--- src/rtl/pconv_pkg.sv ---
// ---------------------------------------------------------------------------
// pconv_pkg
// Shared constants and types for the partial-convolution receive datapath.
//   PCONV_LEN   : width of one signed partial sum
//   FRAC_BITS   : fractional bits carried by the partial sums
//   OUT_LEN     : width of the unsigned output pixel
//   ROUND_CONST : half of one output LSB, added before truncation
//   pass_state_e: accumulation phase of the current pixel
// ---------------------------------------------------------------------------
package pconv_pkg;

  localparam int PCONV_LEN   = 32'sd18;
  localparam int FRAC_BITS   = 32'sd7;
  localparam int OUT_LEN     = 32'sd8;
  localparam int ROUND_CONST = 32'sd1 << (FRAC_BITS - 32'sd1);

  typedef enum logic [0:0] {
    S_IDLE = 1'b0,
    S_ACC  = 1'b1
  } pass_state_e;

endpackage : pconv_pkg

--- src/rtl/pix_requant.sv ---
// ---------------------------------------------------------------------------
// pix_requant
// Combinational ReLU, round-half-up and saturate of a signed fixed-point sum
// down to an unsigned integer pixel.
//   acc_sum : signed sum with FRAC_BITS fractional bits (ACC_LEN wide)
//   pix     : unsigned pixel (OUT_LEN wide), clamped to 0..2^OUT_LEN-1
// ---------------------------------------------------------------------------
module pix_requant
  import pconv_pkg::*;
#(
  parameter int ACC_LEN = 22,
  parameter int FRAC_W  = FRAC_BITS,
  parameter int OUT_W   = OUT_LEN
) (
  input  logic signed [ACC_LEN-1:0] acc_sum,
  output logic        [OUT_W-1:0]   pix
);

  // One extra bit so adding the rounding constant to a large positive sum
  // cannot wrap.
  localparam logic [ACC_LEN:0] RND = (ACC_LEN+1)'(ROUND_CONST);

  logic [ACC_LEN:0]        rounded_s;
  logic [ACC_LEN-FRAC_W:0] shifted_s;

  // ReLU, round and clamp the sum into the output range
  always_comb begin
    rounded_s = {1'b0, acc_sum} + RND;
    shifted_s = rounded_s[ACC_LEN:FRAC_W];
    if (acc_sum[ACC_LEN-1]) begin
      pix = '0;
    end else if (|shifted_s[ACC_LEN-FRAC_W:OUT_W]) begin
      pix = '1;
    end else begin
      pix = shifted_s[OUT_W-1:0];
    end
  end

endmodule : pix_requant

--- src/rtl/pconv_accum.sv ---
// ---------------------------------------------------------------------------
// pconv_accum
// Accumulates NUM_PASS signed partial sums per pixel, adds a per-pixel bias
// (taken with the first partial), requantizes and emits one unsigned pixel
// over valid/ready. Non-final partials of the next pixel keep flowing while
// an output pixel is still waiting for the consumer.
//   i_clk, i_rst_n          : clock, asynchronous active-low reset
//   i_pconv_valid/o_pconv_ready, i_pconv, i_bias : partial-sum input channel
//   i_flush                 : synchronous abort of pixel in progress + output
//   o_pix_valid/i_pix_ready, o_pix : pixel output channel
//   o_busy                  : a pixel is in progress or an output is pending
// ---------------------------------------------------------------------------
module pconv_accum
  import pconv_pkg::*;
#(
  parameter int PCONV_LEN = pconv_pkg::PCONV_LEN,
  parameter int NUM_PASS  = 3,
  parameter int ACC_LEN   = 22,
  parameter int FRAC_BITS = pconv_pkg::FRAC_BITS,
  parameter int OUT_LEN   = pconv_pkg::OUT_LEN
) (
  input  logic                        i_clk,
  input  logic                        i_rst_n,
  input  logic                        i_pconv_valid,
  output logic                        o_pconv_ready,
  input  logic signed [PCONV_LEN-1:0] i_pconv,
  input  logic signed [7:0]           i_bias,
  input  logic                        i_flush,
  output logic                        o_pix_valid,
  input  logic                        i_pix_ready,
  output logic        [OUT_LEN-1:0]   o_pix,
  output logic                        o_busy
);

  localparam int CNT_W = (NUM_PASS > 1) ? $clog2(NUM_PASS) : 1;
  localparam logic [CNT_W-1:0] LAST_CNT = CNT_W'(NUM_PASS - 1);

  logic [CNT_W-1:0]          cnt_r,       cnt_nxt_s;
  logic signed [ACC_LEN-1:0] acc_r,       acc_nxt_s;
  logic [OUT_LEN-1:0]        pix_r,       pix_nxt_s;
  logic                      pix_valid_r, pix_valid_nxt_s;
  logic                      busy_r;
  pass_state_e               state_s;
  logic                      last_s;
  logic                      ready_s;
  logic                      accept_s;
  logic signed [ACC_LEN-1:0] pconv_ext_s;
  logic signed [ACC_LEN-1:0] bias_ext_s;
  logic signed [ACC_LEN-1:0] acc_sum_s;
  logic [OUT_LEN-1:0]        requant_s;

  // Decode the pass phase and the input-side handshake
  always_comb begin
    state_s  = (cnt_r == '0) ? S_IDLE : S_ACC;
    last_s   = (cnt_r == LAST_CNT);
    // Only the final partial needs the output register to be free.
    ready_s  = ~last_s | ~pix_valid_r | i_pix_ready;
    accept_s = i_pconv_valid & ready_s & ~i_flush;
  end

  // Sign-extend the partial and align the integer bias to the fraction point
  always_comb begin
    pconv_ext_s = {{(ACC_LEN-PCONV_LEN){i_pconv[PCONV_LEN-1]}}, i_pconv};
    bias_ext_s  = {{(ACC_LEN-8-FRAC_BITS){i_bias[7]}}, i_bias, {FRAC_BITS{1'b0}}};
  end

  // First partial of a pixel restarts the sum from the bias; later ones add
  always_comb begin
    case (state_s)
      S_IDLE:  acc_sum_s = pconv_ext_s + bias_ext_s;
      S_ACC:   acc_sum_s = acc_r + pconv_ext_s;
      default: acc_sum_s = pconv_ext_s + bias_ext_s;
    endcase
  end

  pix_requant #(
    .ACC_LEN (ACC_LEN),
    .FRAC_W  (FRAC_BITS),
    .OUT_W   (OUT_LEN)
  ) u_requant (
    .acc_sum (acc_sum_s),
    .pix     (requant_s)
  );

  // Next-state for counter, accumulator and output register
  always_comb begin
    cnt_nxt_s       = cnt_r;
    acc_nxt_s       = acc_r;
    pix_nxt_s       = pix_r;
    pix_valid_nxt_s = pix_valid_r;
    if (i_flush) begin
      cnt_nxt_s       = '0;
      acc_nxt_s       = '0;
      pix_valid_nxt_s = 1'b0;
    end else begin
      if (accept_s) begin
        acc_nxt_s = acc_sum_s;
        if (last_s) begin
          cnt_nxt_s = '0;
        end else begin
          cnt_nxt_s = cnt_r + CNT_W'(1);
        end
      end else begin
        cnt_nxt_s = cnt_r;
      end
      // A new pixel completing in the handoff cycle keeps valid high.
      if (accept_s && last_s) begin
        pix_nxt_s       = requant_s;
        pix_valid_nxt_s = 1'b1;
      end else if (i_pix_ready) begin
        pix_valid_nxt_s = 1'b0;
      end else begin
        pix_valid_nxt_s = pix_valid_r;
      end
    end
  end

  // State and output registers
  always_ff @(posedge i_clk or negedge i_rst_n) begin
    if (!i_rst_n) begin
      cnt_r       <= '0;
      acc_r       <= '0;
      pix_r       <= '0;
      pix_valid_r <= 1'b0;
      busy_r      <= 1'b0;
    end else begin
      cnt_r       <= cnt_nxt_s;
      acc_r       <= acc_nxt_s;
      pix_r       <= pix_nxt_s;
      pix_valid_r <= pix_valid_nxt_s;
      busy_r      <= (cnt_nxt_s != '0) | pix_valid_nxt_s;
    end
  end

  assign o_pconv_ready = ready_s;
  assign o_pix_valid   = pix_valid_r;
  assign o_pix         = pix_r;
  assign o_busy        = busy_r;

endmodule : pconv_accum

--- config.mk ---
export PLATFORM = sky130hd
export DESIGN_NAME = pconv_accum
export DESIGN_NICKNAME = d
export VERILOG_FILES = /design/src/rtl/pconv_pkg.sv /design/src/rtl/pix_requant.sv /design/src/rtl/pconv_accum.sv
export SDC_FILE = /design/constraint.sdc
export NUM_CORES = 1
export LEC_CHECK = 0
export BUFFER_PORTS_ARGS = -buffer_cell sky130_fd_sc_hd__buf_2
export CORE_MARGIN = 1.5
export CORE_UTILIZATION = 64
export DETAILED_ROUTE_END_ITERATION = 16
export HOLD_SLACK_MARGIN = 0.03
export MAX_ROUTING_LAYER = met4
export PLACE_DENSITY = 0.89
export SYNTH_ARGS = -nofsm -noshare
export SYNTH_HDL_FRONTEND = slang
export SYNTH_SLANG_ARGS = --single-unit
--- constraint.sdc ---
create_clock -name i_clk -period 10.4 [get_ports i_clk]
set_input_delay 1.56 -clock i_clk [delete_from_list [all_inputs] [get_ports i_clk]]
set_output_delay 1.56 -clock i_clk [all_outputs]
set_load 0.02 [all_outputs]
## Word level (Yosys, flattened, before mapping)

Cells that the tools add are included.

- Word-level logic and storage cells: 36
- Input port bits: 31
- Flip-flop bits (word level): 34

- Muxes and demuxes: 12
- Eq/ne operators: 1
- Reduce and logical (&&, ||, !) cells: 6
- Bitwise gates (word level): 8
- Add/sub/neg operators: 4

Operators by type and width:

| kind | number |
|---|---|
| 22-bit 2-to-1 mux | 2 |
| 22-bit one-hot mux with 2 select lines | 1 |
| 22-bit by 7-bit adder with 23-bit output (second input constant) | 1 |
| 22-bit by 18-bit adder with 22-bit output | 1 |
| 18-bit by 15-bit adder with 19-bit output | 1 |
| 8-bit 2-to-1 mux | 2 |
| 8-bit OR reduction | 1 |
| 2-bit 2-to-1 mux | 3 |
| 1-bit 2-to-1 mux | 4 |
| 2-bit nonzero test | 2 |
| 1-bit inverter | 3 |
| 1-bit bitwise OR | 3 |
| 2-bit by 1-bit adder with 2-bit output (second input constant) | 1 |
| 1-bit bitwise AND | 2 |
| 2-bit == test (second input constant) | 1 |
| 2-bit logical NOT | 1 |
| 2-bit AND reduction | 1 |
| 1-bit logical AND | 1 |

## Depth between registers and ports, before layout

Gate-level depths: netlist (run 1).

- Depth after elaboration: 10
- Gate-level depth with buffers: 17
- Mapped depth without buffers: 17

## Hierarchy

A second synthesis (run 1) with hierarchy kept.

- Cells, all modules: 438
- Area, all modules: 3547.2 sq um

By module, submodules not included:

| module | area an instance (sq um) | cells an instance | instances |
|---|---|---|---|
| pconv_accum | 3188.1 | 388 | 1 |
| pix_requant | 359.1 | 50 | 1 |

## Worst setup path after synthesis (run 1)

Ideal clock, no wire load.

- Path type: input-to-reg
- Start: input i_pconv[0]
- End: register pix_r[1], in the netlist o_pix[1]
- Slack: 5.673 ns
- Stages on the path: 16
- Arrival: 4.580 ns
- Data required time: 10.253 ns
- Path through: ha_1 -> inv_1 -> fa_1 -> nand2b_1 -> a21o_1 -> nand2_1 -> xor2_1 -> nand2_1 -> nand2_1 -> ha_1 -> inv_1 -> nor4_2 -> nand4_1 -> xnor2_1 -> o22ai_1 -> a31oi_1

- Cells in the longest elaborated chain, start to end: 6
- Elaborated cells on any way between the ends: 7
- Those cells by class: add/sub (3); mux (3); reduce/logical (1)

Ends and longest elaborated chain:

| what | RTL line | text |
|---|---|---|
| start: declaration | pconv_accum.sv:26 | `input logic signed [PCONV_LEN-1:0] i_pconv,` |
| 22-bit by 18-bit adder with 22-bit output / 18-bit by 15-bit adder with 19-bit output (equally long branches) | - |  |
| 22-bit one-hot mux with 2 select lines (*) | pconv_accum.sv:69 | `case (state_s)` |
| 22-bit by 7-bit adder with 23-bit output | pix_requant.sv:28 | `rounded_s = {1'b0, acc_sum} + RND;` |
| 8-bit OR reduction | pix_requant.sv:32 | `end else if (\|shifted_s[ACC_LEN-FRAC_W:OUT_W]) begin` |
| 8-bit 2-to-1 mux | pix_requant.sv:32 |  |
| 8-bit 2-to-1 mux (*) | pix_requant.sv:30 | `if (acc_sum[ACC_LEN-1]) begin` |
| end signal: assignment | pconv_accum.sv:129 | `pix_r <= pix_nxt_s;` |
| end: declaration | pconv_accum.sv:40 | `logic [OUT_LEN-1:0] pix_r, pix_nxt_s;` |

Every way passes the cells marked *; elsewhere a longest branch is shown, timed or not.
A chain may end at the register's enable or synchronous reset.

## Final worst setup path (run 1)

- Start: input i_pconv[0]
- End: register pix_r[5], in the netlist o_pix[5]

The elaborated chain is that of the path after synthesis.

==> key figures, run 1 <==
Synth
  • Total of warnings raised by yosys: 0
  • Syn Inst Count: 433
  • Post-synthesis register bit count: 34
  • Number of library cell types mapped by synthesis: 69
  • Netlist Area Pre-Place: 3540 µm²
  • Sequential-to-total area share from yosys stat: 0.241
  • Ys async rst share: 1.00
  • Number of synthesized flops with an enable pin: 0
  • Syn avg cell area: 8.17 µm²
  • Prevailing post-synth register cell: dfrtp_1
  • Net Count, Synth: 499

Placement
  • GPL Wtd Cong: 0.948
  • Detailed placement HPWL: 6920 µm
  • Port Buf Inserts: 41

Route
  • Drt wl/cell: 17.8 µm
  • Vias per cell: 6.54
  • DR iter-0 viols: 328
  • Post-route ant nets: 0
  • Residual DRC: 0
  • Detailed Routing Iterations Pass 1: 5
  • Vias: 3,513
  • Total Wirelength: 9550 µm

Worst setup path
  • Setup crit end kind: register
  • Critical-path cell list: buf_2 > ha_1 > inv_1 > fa_1 > nand2b_1 > a21o_1 > nand2_1 > xor2_1 > nand2_1 > nand2_1 > ha_1 > inv_1 > nor4_2 > nand4_1 > xnor2_1 > o22ai_1 > a31oi_1
  • Crit Path Max Fanout: 8
  • Crit path arrival time: 5.27 ns
  • Startpoint types: input port
  • Slowest Stage Delay on Critical Path: 0.62 ns
  • WS Path Type: in -> reg
  • Flop2flop setup slack: 6.29 ns
  • RR Startpoint: acc_r[0]
  • Worst path slowest cell: nor4_2
  • Crit path required time: 10.55 ns
  • R2R Path End: o_pix[5]
  • Worst Reg-to-Reg Cells: 16
  • Top cell by count, worst path: nand2_1

GRT
  • Largest net degree at the start of global routing: 35
  • Busiest grt layer: met2
  • Congestion Overflow GR: 0
  • GRT Total Usage: 0.345
  • Initial antenna violation count: 0
  • M3 GR Usage: 0.0471
  • Number of global-route vias before repair: 3,471
  • Met1 Usage GRT: 0.447
  • GR Util met2: 0.554
  • First-pass GRT wire length: 16,100 µm

STA
  • Max Freq: 195 MHz
  • RSZ-0062 raised after global routing: false
  • Final slew viol count: 0
  • Clk_skew: 0.00879 ns
  • Final setup fails: 0
  • Final hold violation count: 0
  • Crit path time final: 5.12 ns
  • Final setup TNS: 0 ns
  • Worst Tran Pin Value: 1.28 ns
  • Period utilization: 0.492
  • Slew headroom: 0.145

Cells and area
  • Fillers: 383
  • Layout area overhead: 9.98%
  • Most frequent cells in the layout: nand2_1, nor2_1, buf_2
  • N_diodes: 0
  • Fin nets: 532
  • Layout cells sized above 1: 0.171
  • Most common cell after layout, fill and taps aside: nand2_1

Clocking
  • Clk root buf: clkbuf_8
  • Clock Path Buffers: 2
  • CTS sink count: 34
  • CTS buffer count: 5
  • TritonCTS clock tree: yes
  • Clk slew on worst S/H paths: 0.08 ns
  • Cts-stage hold buffer count: 0
  • Post-CTS sizing: 0
  • H-tree depth: 2
  • Post-CTS Setup Repair Bufs: 0
  • Clk Latency, worst-skew pair: 0.29 ns

Die
  • Core ar.: 5200 µm²
  • Chip Width: 77.3 µm
  • Ports: 42
  • Initial core utilization: 0.679
  • # rows: 26
  • Die area: 5980 µm²
  • Vert. Die Dim: 77.3 µm

Power
  • Overall power: 0.607 mW
  • Power density cells: 156 nW/µm²
  • Leakage power: 1.77 nW
  • Peak supply drop: 150 µV

Hold path
  • Hold worst-path end: acc_r[18]
  • Worst hold path startpoint: acc_r[18]
  • Worst min path class: reg -> reg
  • Worst hold stages: 2

Run
  • MaxCap Viol Count: 0

Outcome
  • Status: completed
==> synthesized netlist by cell type (all sizes together) (3+ instances only) <==
cell type | instances | area (µm²)
inv | 9 | 33.8
a21oi | 35 | 179
nand3 | 5 | 25.0
a31oi | 14 | 100
a311oi | 6 | 52.6
mux2 | 3 | 33.8
and2 | 4 | 26.3
o21a | 3 | 22.5
xnor2 | 12 | 105
ha | 33 | 413
nor3 | 8 | 51.3
a21o | 10 | 76.3
nand4 | 7 | 43.8
nand2b | 7 | 43.8
nor4 | 3 | 40.0
a211oi | 15 | 113
clkbuf | 15 | 86.3
or3 | 3 | 20.0
and3 | 4 | 26.3
o211ai | 5 | 37.5
nor3b | 5 | 37.5
nor2 | 48 | 180
o21ai | 28 | 155
mux2i | 9 | 103
nand2 | 59 | 221
xor2 | 14 | 123
dfrtp | 34 | 851
==> power breakdown <==
group / internal, mW / leakage [nW] / total, mW / switching (mW)
Clock: 0.0962 / 0.0683 / 0.153 / 0.0569
Sequential: 0.154 / 0.438 / 0.167 / 0.0135
Combinational: 0.107 / 1.27 / 0.287 / 0.180
==> routing by layer <==
metal	part of all wire	up-vias
met1	0.46	1690
met2	0.47	139
met5	0	-
met3	0.056	18
li1	-	1666
met4	0.017	0
==> flip-flops by register name, indices dropped and copies added, names as in the netlist <==
| register | count |
|---|---|
| acc_r | 22 |
| o_busy | 1 |
| o_pix | 8 |
| o_pix_valid | 1 |
| cnt_r | 2 |
==> worst max path at each step <==
stage | end | cells past startpoint | slack, ns | startpoint
global route | o_pix[0] | 17 | 4.95 | i_pconv[0]
detailed placement | o_pix[5] | 17 | 5.09 | i_pconv[0]
CTS | o_pix[5] | 17 | 5.36 | i_pconv[0]
floorplan | o_pix[1] | 16 | 5.67 | i_pconv[0]
finish | o_pix[5] | 17 | 5.28 | i_pconv[0]
global placement | o_pix[4] | 17 | 5.20 | i_pconv[0]
==> cell families after synthesis <==
| kind of cell | share of synthesized area |
|---|---|
| adder cells (fa/ha/maj) | 0.128 |
| buffers and inverters | 0.0364 |
| XOR/XNOR | 0.0644 |
| AND/OR/NAND/NOR | 0.223 |
| flip-flops | 0.241 |
| AO/OA/AOI/OAI | 0.269 |
| multiplexers | 0.0386 |
==> metrics by stage <==
| step | utilization | hold slack (ns) | instances | worst slack [ns] | cell area, µm² |
|---|---|---|---|---|---|
| global route | 0.747 | 0.579 | 537 | 4.95 | 3890 |
| global placement | 0.721 | 0.516 | 529 | 5.20 | 3750 |
| finish | 0.747 | 0.547 | 537 | 5.28 | 3890 |
| detailed placement | 0.721 | 0.531 | 529 | 5.09 | 3750 |
| floorplan | - | 0.506 | 433 | 5.67 | 3540 |
| CTS | 0.747 | 0.543 | 537 | 5.36 | 3890 |
==> area by class of cell <==
type                       count  area, µm²  share of cell area
clock buffer                   5       68.8              0.0177
inverter                       9       33.8             0.00869
tap                           70       87.6              0.0225
sequential                    34        851               0.219
timing repair buffer          43        220              0.0566
clock inverter                 3       68.8              0.0177
multi-input combinational    373       2560               0.658
==> critical path: cells and delay by family <==
| family | cells | cell delay (ns) |
|---|---|---|
| AO/OA/AOI/OAI | 3 | 0.94 |
| XOR/XNOR | 2 | 0.42 |
| adder cells (fa/ha/maj) | 3 | 0.74 |
| buffers and inverters | 3 | 0.22 |
| AND/OR/NAND/NOR | 6 | 1.37 |
Note: power is estimated with default switching activity, not from simulation.
==> run 2: changes to the inputs <==
--- a/config.mk
+++ b/config.mk
@@ -7,11 +7,11 @@
 export LEC_CHECK = 0
 export BUFFER_PORTS_ARGS = -buffer_cell sky130_fd_sc_hd__buf_2
 export CORE_MARGIN = 1.5
-export CORE_UTILIZATION = 64
+export CORE_UTILIZATION = 60
 export DETAILED_ROUTE_END_ITERATION = 16
 export HOLD_SLACK_MARGIN = 0.03
 export MAX_ROUTING_LAYER = met4
-export PLACE_DENSITY = 0.89
+export PLACE_DENSITY = 0.85
 export SYNTH_ARGS = -nofsm -noshare
 export SYNTH_HDL_FRONTEND = slang
 export SYNTH_SLANG_ARGS = --single-unit
==> constraint.sdc (replaced) <==
create_clock -name i_clk -period 4.95 [get_ports i_clk]
set_input_delay 0.7425 -clock i_clk [delete_from_list [all_inputs] [get_ports i_clk]]
set_output_delay 0.7425 -clock i_clk [all_outputs]
set_load 0.02 [all_outputs]
==> run 2 against run 1 <==
Compared with the run above:
- clock skew increased by 0.0038 ns
- wire length decreased by 3.2%
- critical path type unchanged
- critical path depth unchanged
- combinational power increased by 110%
- clock-buffer cell count unchanged
- final cell count increased by 0.37%
- flip-flop and latch count unchanged
- via count decreased by 2.2%
- core utilization decreased by 5.7 points
==> key figures, run 2 (synthesis results as in run 1) <==
Hold path
  • Worst min path class: in -> async (was reg -> reg)

Placement
  • Dpl ws: 0.391 ns (was 5.09 ns)
  • GPL Wtd Cong: 0.980 (was 0.948)
  • Port Buf Inserts: 41 (unchanged)
  • # placed instances: 531 (was 529)
  • Detailed placement HPWL: 6980 µm (was 6920 µm)

Worst setup path
  • WS Path Type: in -> reg (unchanged)
  • Worst path slowest cell: nor4_2 (unchanged)
  • Top cell by count, worst path: nand2_1 (unchanged)
  • Worst path bufs/invs: 3 (unchanged)
  • Critical-path cell list: buf_2 > ha_1 > inv_1 > fa_1 > nand2b_1 > a21o_1 > nand2_1 > xor2_1 > nand2_1 > nand2_1 > ha_1 > inv_1 > nor4_2 > nand4_1 > xnor2_1 > o22ai_1 > a31oi_1 (unchanged)
  • Crit Path Max Fanout: 8 (unchanged)
  • RR Startpoint: acc_r[0] (unchanged)
  • Largest delay share family, worst path: simple AND/OR/NAND/NOR gates (unchanged)
  • Startpoint types: input port (unchanged)
  • Crit path required time: 5.11 ns (was 10.55 ns)
  • Crit path arrival time: 4.47 ns (was 5.27 ns)
  • Slowest Stage Delay on Critical Path: 0.69 ns (was 0.62 ns)
  • Flop2flop setup slack: 0.82 ns (was 6.29 ns)
  • Worst Reg-to-Reg Cells: 16 (unchanged)
  • Setup crit end kind: register (unchanged)
  • R2R Path End: o_pix[1] (was o_pix[5])

Route
  • DR iter-0 viols: 296 (was 328)
  • Total Wirelength: 9250 µm (was 9550 µm)
  • Detailed Routing Iterations Pass 1: 5 (unchanged)
  • Drt wl/cell: 17.2 µm (was 17.8 µm)
  • Residual DRC: 0 (unchanged)
  • Post-route ant nets: 0 (unchanged)
  • Vias: 3,435 (was 3,513)
  • Vias per cell: 6.37 (was 6.54)

Power
  • Leakage power: 1.75 nW (was 1.77 nW)
  • Power density cells: 314 nW/µm² (was 156 nW/µm²)
  • Overall power: 1.21 mW (was 0.607 mW)
  • Peak supply drop: 206 µV (was 150 µV)

Cells and area
  • Layout area overhead: 9.38% (was 9.98%)
  • Fin cells: 539 (was 537)
  • Fin nets: 532 (unchanged)
  • Most frequent cells in the layout: nand2_1, nor2_1, buf_2 (unchanged)
  • Max reg flops: 22 (unchanged)
  • Layout cells sized above 1: 0.171 (unchanged)
  • Most common cell after layout, fill and taps aside: nand2_1 (unchanged)
  • Final Core Density: 0.690 (was 0.747)
  • Area occupied by multi-input gates: 2560 µm² (unchanged)
  • Reg area: 851 µm² (unchanged)
  • Top reg by flops: acc_r (unchanged)
  • Fillers: 472 (was 383)
  • N_diodes: 0 (unchanged)

STA
  • Crit path time final: 4.31 ns
  • Final slew viol count: 0 (unchanged)
  • Final hold violation count: 0 (unchanged)
  • Max Freq: 232 MHz
  • Worst Tran Pin Value: 1.25 ns (was 1.28 ns)
  • Final setup fails: 0 (unchanged)
  • Final setup TNS: 0 ns (unchanged)
  • Clk_skew: 0.0126 ns (was 0.00879 ns)
  • Slew headroom: 0.170 (was 0.145)
  • Period utilization: 0.870
  • Final WS setup: 0.644 ns (was 5.28 ns)
  • RSZ-0062 raised after global routing: false (unchanged)

Outcome
  • Status: completed (unchanged)

Die
  • Vert. Die Dim: 79.8 µm (was 77.3 µm)
  • Chip Width: 79.8 µm (was 77.3 µm)
  • Die area: 6360 µm² (was 5980 µm²)
  • Initial core utilization: 0.631 (was 0.679)
  • Core ar.: 5610 µm² (was 5200 µm²)
  • Ports: 42 (unchanged)
  • # rows: 27 (was 26)

GRT
  • Initial antenna violation count: 0 (unchanged)
  • First-pass GRT wire length: 15,100 µm (was 16,100 µm)
  • Number of global-route vias before repair: 3,172 (was 3,471)
  • Congestion Overflow GR: 0 (unchanged)
  • Largest net degree at the start of global routing: 35 (unchanged)
  • GRT Total Usage: 0.316 (was 0.345)

Clocking
  • Clk root buf: clkbuf_8 (unchanged)
  • H-tree depth: 2 (unchanged)
  • Post-CTS sizing: 0 (unchanged)
  • Clk slew on worst S/H paths: 0.09 ns (was 0.08 ns)
  • CTS buffer count: 5 (unchanged)
  • Post-CTS Setup Repair Bufs: 0 (unchanged)
  • CTS sink count: 34 (unchanged)
  • TritonCTS clock tree: yes (unchanged)
  • Clock Path Buffers: 2 (unchanged)
  • Clk Latency, worst-skew pair: 0.31 ns (was 0.29 ns)
  • Cts-stage hold buffer count: 0 (unchanged)

Run
  • MaxCap Viol Count: 0 (unchanged)
[run 2: worst max-delay path by stage]
| stage | from | endpoint | slack, ns | cells after the start |
|---|---|---|---|---|
| floorplan | i_pconv[0] | o_pix[1] | 1.04 | 16 |
| global placement | i_pconv[0] | o_pix[4] | 0.64 | 17 |
| detailed placement | i_pconv[0] | o_pix[7] | 0.39 | 17 |
| CTS | i_pconv[0] | o_pix[7] | 0.70 | 17 |
| global route | i_pconv[1] | o_pix[7] | 0.30 | 15 |
| finish | i_pconv[0] | o_pix[1] | 0.64 | 17 |
[run 2: final cells by class]
type,instances,share of cell area
Inverter,9,0.00874
Timing Repair Buffer,43,0.0569
Sequential cell,34,0.220
Tap cell,72,0.0233
Multi-Input combinational cell,373,0.662
Clock buffer,5,0.0178
Clock inverter,3,0.0116
[run 2: metal layers]
metal  global-route usage  vias up  wire length [µm]
met5                    -        -                 0
met4                0.114        0               327
met3               0.0377       31               503
met2                0.538      120              4470
met1                0.387     1616              3940
li1                     -     1668                 -
[run 2: report_power, final]
part | internal [mW] | total (mW) | switching, mW
Clock | 0.150 | 0.273 | 0.123
Combinational | 0.224 | 0.593 | 0.368
Sequential | 0.322 | 0.347 | 0.0251
[run 2: through the flow]
stage | hold WS [ns] | cell area, µm²
floorplan | 0.447 | 3540
global placement | 0.514 | 3750
detailed placement | 0.533 | 3750
CTS | 0.536 | 3870
global route | 0.556 | 3870
finish | 0.525 | 3870
